$ cat src/rtl/rv32i_types.sv
// Shared types for the rv32i pipeline hazard controller.
package rv32i_types;

    localparam int unsigned REG_W = 5;

    typedef enum logic [1:0] {
        RUN      = 2'b00,
        MEM_WAIT = 2'b01,
        TIMEOUT  = 2'b10
    } hazard_state_t;

    // Forwarding-mux select encoding seen by the decode-stage operand muxes.
    typedef logic [1:0] fwd_sel_t;
    localparam fwd_sel_t FWD_RF  = 2'b00;
    localparam fwd_sel_t FWD_MEM = 2'b01;
    localparam fwd_sel_t FWD_EX  = 2'b10;

endpackage

$ cat src/rtl/fwd_unit.sv
// Forwarding select for one decode-stage source operand; EX result wins over MEM.
module fwd_unit
    import rv32i_types::*;
(
    input  logic [REG_W-1:0] src,
    input  logic             ex_valid,
    input  logic             ex_load_regfile,
    input  logic             ex_is_load,
    input  logic [REG_W-1:0] ex_rd,
    input  logic             mem_valid,
    input  logic             mem_load_regfile,
    input  logic [REG_W-1:0] mem_rd,
    output fwd_sel_t         sel_c
);

    // x0 never forwards; a load in EX has no data yet so it is skipped here.
    always_comb begin
        sel_c = FWD_RF;
        if (src != '0) begin
            if (ex_valid && ex_load_regfile && !ex_is_load && (ex_rd == src)) begin
                sel_c = FWD_EX;
            end else if (mem_valid && mem_load_regfile && (mem_rd == src)) begin
                sel_c = FWD_MEM;
            end
        end
    end

endmodule

$ cat src/rtl/hazard_ctrl.sv
// Pipeline hazard controller: forwarding, stage load enables, bubbles, squashes,
// memory-timeout watchdog and stall/flush counters.
module hazard_ctrl
    import rv32i_types::*;
#(
    parameter int unsigned TIMEOUT_CYCLES = 1024,
    parameter int unsigned CNT_W          = 32
) (
    input  logic             clk,
    input  logic             reset,
    input  logic             resp_a,
    input  logic             resp_b,
    input  logic             dec_valid,
    input  logic [REG_W-1:0] dec_rs1_num,
    input  logic [REG_W-1:0] dec_rs2_num,
    input  logic             ex_valid,
    input  logic [REG_W-1:0] ex_rd,
    input  logic             ex_load_regfile,
    input  logic             ex_is_load,
    input  logic             br_taken,
    input  logic             mem_valid,
    input  logic [REG_W-1:0] mem_rd,
    input  logic             mem_load_regfile,
    output logic [1:0]       fwd_rs1_sel,
    output logic [1:0]       fwd_rs2_sel,
    output logic             load_pc,
    output logic             load_if_dec,
    output logic             load_dec_ex,
    output logic             load_ex_wb,
    output logic             squash_if_dec,
    output logic             squash_dec_ex,
    output logic             mem_timeout,
    output logic [CNT_W-1:0] stall_count,
    output logic [CNT_W-1:0] flush_count
);

    localparam int unsigned WAIT_W = $clog2(TIMEOUT_CYCLES) + 1;

    hazard_state_t     state_q, state_d;
    logic [WAIT_W-1:0] wait_cnt_q, wait_cnt_d;
    logic [CNT_W-1:0]  stall_count_q, stall_count_d;
    logic [CNT_W-1:0]  flush_count_q, flush_count_d;

    fwd_sel_t rs1_sel_c, rs2_sel_c;
    logic     mem_ready_c, load_use_c, flush_c;

    fwd_unit u_fwd_rs1 (
        .src              (dec_rs1_num),
        .ex_valid         (ex_valid),
        .ex_load_regfile  (ex_load_regfile),
        .ex_is_load       (ex_is_load),
        .ex_rd            (ex_rd),
        .mem_valid        (mem_valid),
        .mem_load_regfile (mem_load_regfile),
        .mem_rd           (mem_rd),
        .sel_c            (rs1_sel_c)
    );

    fwd_unit u_fwd_rs2 (
        .src              (dec_rs2_num),
        .ex_valid         (ex_valid),
        .ex_load_regfile  (ex_load_regfile),
        .ex_is_load       (ex_is_load),
        .ex_rd            (ex_rd),
        .mem_valid        (mem_valid),
        .mem_load_regfile (mem_load_regfile),
        .mem_rd           (mem_rd),
        .sel_c            (rs2_sel_c)
    );

    // Hazard conditions; a flush only happens once both memories are ready.
    always_comb begin
        mem_ready_c = resp_a & resp_b;
        load_use_c  = dec_valid & ex_valid & ex_is_load & (ex_rd != '0) &
                      ((ex_rd == dec_rs1_num) | (ex_rd == dec_rs2_num));
        flush_c     = ex_valid & br_taken & mem_ready_c;
    end

    // Pipe control, FSM next state and counter updates.
    always_comb begin
        fwd_rs1_sel   = FWD_RF;
        fwd_rs2_sel   = FWD_RF;
        load_pc       = 1'b0;
        load_if_dec   = 1'b0;
        load_dec_ex   = 1'b0;
        load_ex_wb    = 1'b0;
        squash_if_dec = 1'b0;
        squash_dec_ex = 1'b0;
        state_d       = state_q;
        wait_cnt_d    = wait_cnt_q;
        stall_count_d = stall_count_q;
        flush_count_d = flush_count_q;

        if (!reset) begin
            fwd_rs1_sel = rs1_sel_c;
            fwd_rs2_sel = rs2_sel_c;

            if (!mem_ready_c) begin
                stall_count_d = stall_count_q + CNT_W'(1);
            end else if (flush_c) begin
                load_pc       = 1'b1;
                load_if_dec   = 1'b1;
                load_dec_ex   = 1'b1;
                load_ex_wb    = 1'b1;
                squash_if_dec = 1'b1;
                squash_dec_ex = 1'b1;
                flush_count_d = flush_count_q + CNT_W'(1);
            end else if (load_use_c) begin
                load_dec_ex   = 1'b1;
                load_ex_wb    = 1'b1;
                squash_dec_ex = 1'b1;
                stall_count_d = stall_count_q + CNT_W'(1);
            end else begin
                load_pc     = 1'b1;
                load_if_dec = 1'b1;
                load_dec_ex = 1'b1;
                load_ex_wb  = 1'b1;
            end

            if (mem_ready_c) begin
                wait_cnt_d = '0;
            end else if (wait_cnt_q != '1) begin
                wait_cnt_d = wait_cnt_q + WAIT_W'(1);
            end

            unique case (state_q)
                RUN: begin
                    if (!mem_ready_c) state_d = MEM_WAIT;
                end
                MEM_WAIT: begin
                    if (mem_ready_c) begin
                        state_d = RUN;
                    end else if (wait_cnt_q >= WAIT_W'(TIMEOUT_CYCLES - 1)) begin
                        state_d = TIMEOUT;
                    end
                end
                TIMEOUT: state_d = TIMEOUT;
                default: state_d = RUN;
            endcase
        end
    end

    // State and counter registers with synchronous reset.
    always_ff @(posedge clk) begin
        if (reset) begin
            state_q       <= RUN;
            wait_cnt_q    <= '0;
            stall_count_q <= '0;
            flush_count_q <= '0;
        end else begin
            state_q       <= state_d;
            wait_cnt_q    <= wait_cnt_d;
            stall_count_q <= stall_count_d;
            flush_count_q <= flush_count_d;
        end
    end

    // Registered status outputs.
    always_comb begin
        mem_timeout = (state_q == TIMEOUT);
        stall_count = stall_count_q;
        flush_count = flush_count_q;
    end

endmodule

$ cat config.mk
export PLATFORM = sky130hd
export DESIGN_NAME = hazard_ctrl
export DESIGN_NICKNAME = d
export VERILOG_FILES = /design/src/rtl/rv32i_types.sv /design/src/rtl/fwd_unit.sv /design/src/rtl/hazard_ctrl.sv
export SDC_FILE = /design/constraint.sdc
export NUM_CORES = 1
export LEC_CHECK = 0
export ABC_AREA = 1
export CAP_MARGIN = 20
export CORE_MARGIN = 2
export CORE_UTILIZATION = 46
export DETAILED_ROUTE_END_ITERATION = 10
export PLACE_DENSITY = 0.74
export RECOVER_POWER = 25
export SYNTH_ARGS = -nofsm -noshare
export SYNTH_HDL_FRONTEND = slang
export SYNTH_SLANG_ARGS = --single-unit
$ cat constraint.sdc
create_clock -name clk -period 3.1 [get_ports clk]
set_input_delay 0.62 -clock clk [delete_from_list [all_inputs] [get_ports clk]]
set_output_delay 0.62 -clock clk [all_outputs]
set_load 0.02 [all_outputs]
==> metrics <==
met2 global-route usage 37.55%; H-tree depth 3; CP cell instances clkdlybuf4s50_1 > inv_1 > nand2_1 > nand2_1 > nor2_1 > nand3_1 > nand2_2 > nand2_4 > a21boi_0 > dlygate4sd2_1; clk slew on worst S/H paths ~0.08 ns; Post-route DRC 0; Slew @ Worst Pin ~0.9 ns; RSZ-0062 raised after global routing no; Syn Area/Cell roughly 6.4 µm²; CP dominant cell by count nand2_1; DRT iter0 DRCs between 200 and 300; EDFF count, synth 0; Die H 104.0 µm; Synth warnings 0; Initial Utilization 47.30%; Buffers & Inverters on Critical Path 3; Final HPWL DP 9203 µm; # setup viols final 0; GRT Residual Overflow 0; Pre-antenna DRT Iters 4; Yosys cell types 42; layout cell share with drive strength beyond 1 ~8%; vias in the first global route between 4000 and 5000; max cap viols 0; Final Power between 2000 and 2500 µW; Worst Hold Class reg2reg; GRT Max-Usage Layer met2; largest net degree at the start of global routing 62; Port Buffers 105; routability cong. 0.8876; drt total wl 11950 µm; core area about 9700 µm²; Post-DRT Antenna Nets 0; Crit Path Class in2out; Ports roughly 110; CTS Buffer Depth 2; crit end category output port; CTS root buffer clkbuf_8; worst endpoint data arrival time 2.32 ns; skew final approximately 0.019 ns; Die Span X between 100 and 150 µm; Worst-Skew Late Latency around 0.36 ns; Tcrit/Tclk final between 90% and 100%; gr usage total about 22%; clock sink count 77; cell area after synthesis 4602 µm²; CP top delay family buffers and inverters; Vias per Instance 5.035; Placement Setup Slack -0.1374 ns; Seq/Total Area, Yosys between 30% and 40%; Global Route met3 Usage under 10%; Yosys reg bits 77; Tmin final approximately 3 ns; Peak VDD IR about 0.26 mV; routed vias 4919; # rows 36; post-CTS setup buffer count 0; status completed; cell count after synthesis a little over 700; CTS Buf Count 9; first-pass GRT wire length ~20000 µm; Pwr Density 333.6 nW/µm²; initial antenna violation count 0; crit-path max FO 3; critical-path cell with the highest stage delay clkdlybuf4s50_1; worst setup margin approximately 0.16 ns; share of flip-flops with an asynchronous set or reset 0%; met1 usage 28.32%; layout net count 873; ant diodes 0; Fmax ~0.34 GHz; TritonCTS clock tree yes; largest stage delay on the critical path ~0.50 ns; Layout area overhead 31.40%; P_leak 0.002441 µW; Syn Nets 751; Die Footprint roughly 11000 µm²; Slew HR 39.24%; WP data required around 2.5 ns; ys flop type dfxtp_1; max-slew violations 0; startpoint class of the critical path input pin; Final Hold Fails 0; WL per Instance 12.23 µm; Post-CTS Hold Buffers 0
cells in the final DEF (no fill, tap or decap), types with 4 or more instances in the layout:
cell and instances:
nor4_1 6, nor3b_1 5, nor2_4 4, inv_2 6, xor2_1 12, nand2_1 169, o21ai_0 15, nor2_2 4
nor2_1 124, nand3_1 60, nor3_1 29, a21oi_1 53, nand4_1 13, nand2_2 7, dlygate4sd3_1 19, buf_4 22
dfxtp_1 77, clkbuf_8 9, inv_1 73, dlygate4sd2_1 6, xnor2_1 7, clkdlybuf4s50_1 79, nand3b_1 6
routing by layer:
| layer | share of wire, % | vias up |
|---|---|---|
| met2 | 47 | 117 |
| met1 | 48 | 2225 |
| met3 | 4.0 | 14 |
| li1 | - | 2563 |
| met5 | 0 | - |
| met4 | 1.1 | 0 |
timing repair:
item	in CTS	in global routing
resized for setup	6	1
pin swaps	0	0
setup endpoints to repair	6	1
endpoints found under the hold margin	0	0
gates cloned	0	0
area by class of cell:
class / count / area (µm²)
Clock inverter: 6 / 70.07
Tap cell: 133 / 166.4
Clock buffer: 10 / 127.6
Timing Repair Buffer: 130 / 1239
Fill cell: 953 / 3682
Inverter: 81 / 305.3
Multi-Input combinational cell: 540 / 2597
Sequential cell: 77 / 1541
registers in the layout, summed over array words and instances, names as in the netlist:
register / cells
state_q: 2
wait_cnt_q: 11
flush_count: 32
stall_count: 32
Yosys cell counts, types with 2 or more instances:
| master | n | area (µm²) |
|---|---|---|
| a211oi_1 | 2 | 15.01 |
| a21oi_1 | 53 | 265.3 |
| a31oi_1 | 3 | 18.77 |
| and2_1 | 3 | 18.77 |
| and3_1 | 2 | 12.51 |
| buf_1 | 3 | 11.26 |
| buf_2 | 3 | 15.01 |
| buf_4 | 2 | 15.01 |
| buf_6 | 6 | 67.56 |
| clkbuf_1 | 5 | 18.77 |
| dfxtp_1 | 77 | 1541 |
| ha_1 | 3 | 37.54 |
| inv_1 | 73 | 274.0 |
| inv_2 | 6 | 22.52 |
| nand2_1 | 168 | 630.6 |
| nand2_2 | 8 | 50.05 |
| nand3_1 | 60 | 300.3 |
| nand3_2 | 2 | 20.02 |
| nand3b_1 | 6 | 45.04 |
| nand4_1 | 12 | 75.07 |
| nor2_1 | 123 | 461.7 |
| nor2_2 | 4 | 25.02 |
| nor2_4 | 5 | 56.30 |
| nor3_1 | 29 | 145.1 |
| nor3b_1 | 4 | 30.03 |
| nor4_1 | 6 | 37.54 |
| o21ai_0 | 15 | 75.07 |
| o21ai_1 | 2 | 10.01 |
| o31ai_1 | 2 | 15.01 |
| xnor2_1 | 7 | 61.31 |
| xor2_1 | 12 | 105.1 |
where the power goes:
group / leakage [µW] / switching (µW) / total [µW] / internal (µW)
sequential: 0.000622 / 10.8 / 1010 / 1000
clock: 0.0000895 / 401 / 779 / 378
combinational: 0.00173 / 120 / 227 / 106
metrics by stage:
| stage | std cells | setup TNS [ns] | area [µm²] | hold WS (ns) | utilization [%] |
|---|---|---|---|---|---|
| global placement | 961 | -0.2390 | 5892 | 0.4315 | 60.56 |
| finish | 977 | 0 | 6047 | 0.4739 | 62.15 |
| global route | 977 | 0 | 6047 | 0.4912 | 62.15 |
| CTS | 977 | 0 | 6082 | 0.4631 | 62.51 |
| floorplan | 717 | 0 | 4602 | 0.4223 | - |
| detailed placement | 961 | -0.5598 | 5892 | 0.4503 | 60.56 |
worst reg2reg max path, cell delays in order, from the launching register on:
cell     delay, ns
dfxtp_1       0.38
ha_1          0.19
nand3_1       0.14
nor2_1        0.19
nand2_1       0.14
nor3_1        0.29
and2_1        0.22
nand3_1       0.08
nand2_1       0.09
nor2_1        0.04
cells by family after synthesis:
family | after synthesis | share of synthesized area [%]
xor+xnor | 19 | 3.616
buf+inv | 100 | 9.407
simple gates | 439 | 43.66
flops | 77 | 33.50
fa+ha+maj | 3 | 0.8157
compound gates | 79 | 8.999
path summary, 6_finish.rpt:
check,from,to,slack (ns),cells past startpoint
worst max-delay path,ex_rd[0],squash_dec_ex,0.16,10
worst min-delay path,state_q[1],state_q[0],0.47,1
worst max register to register,stall_count[0],stall_count[22],1.24,9
worst min register to register,state_q[1],state_q[0],0.47,1
(Power assumes the default switching activity.)
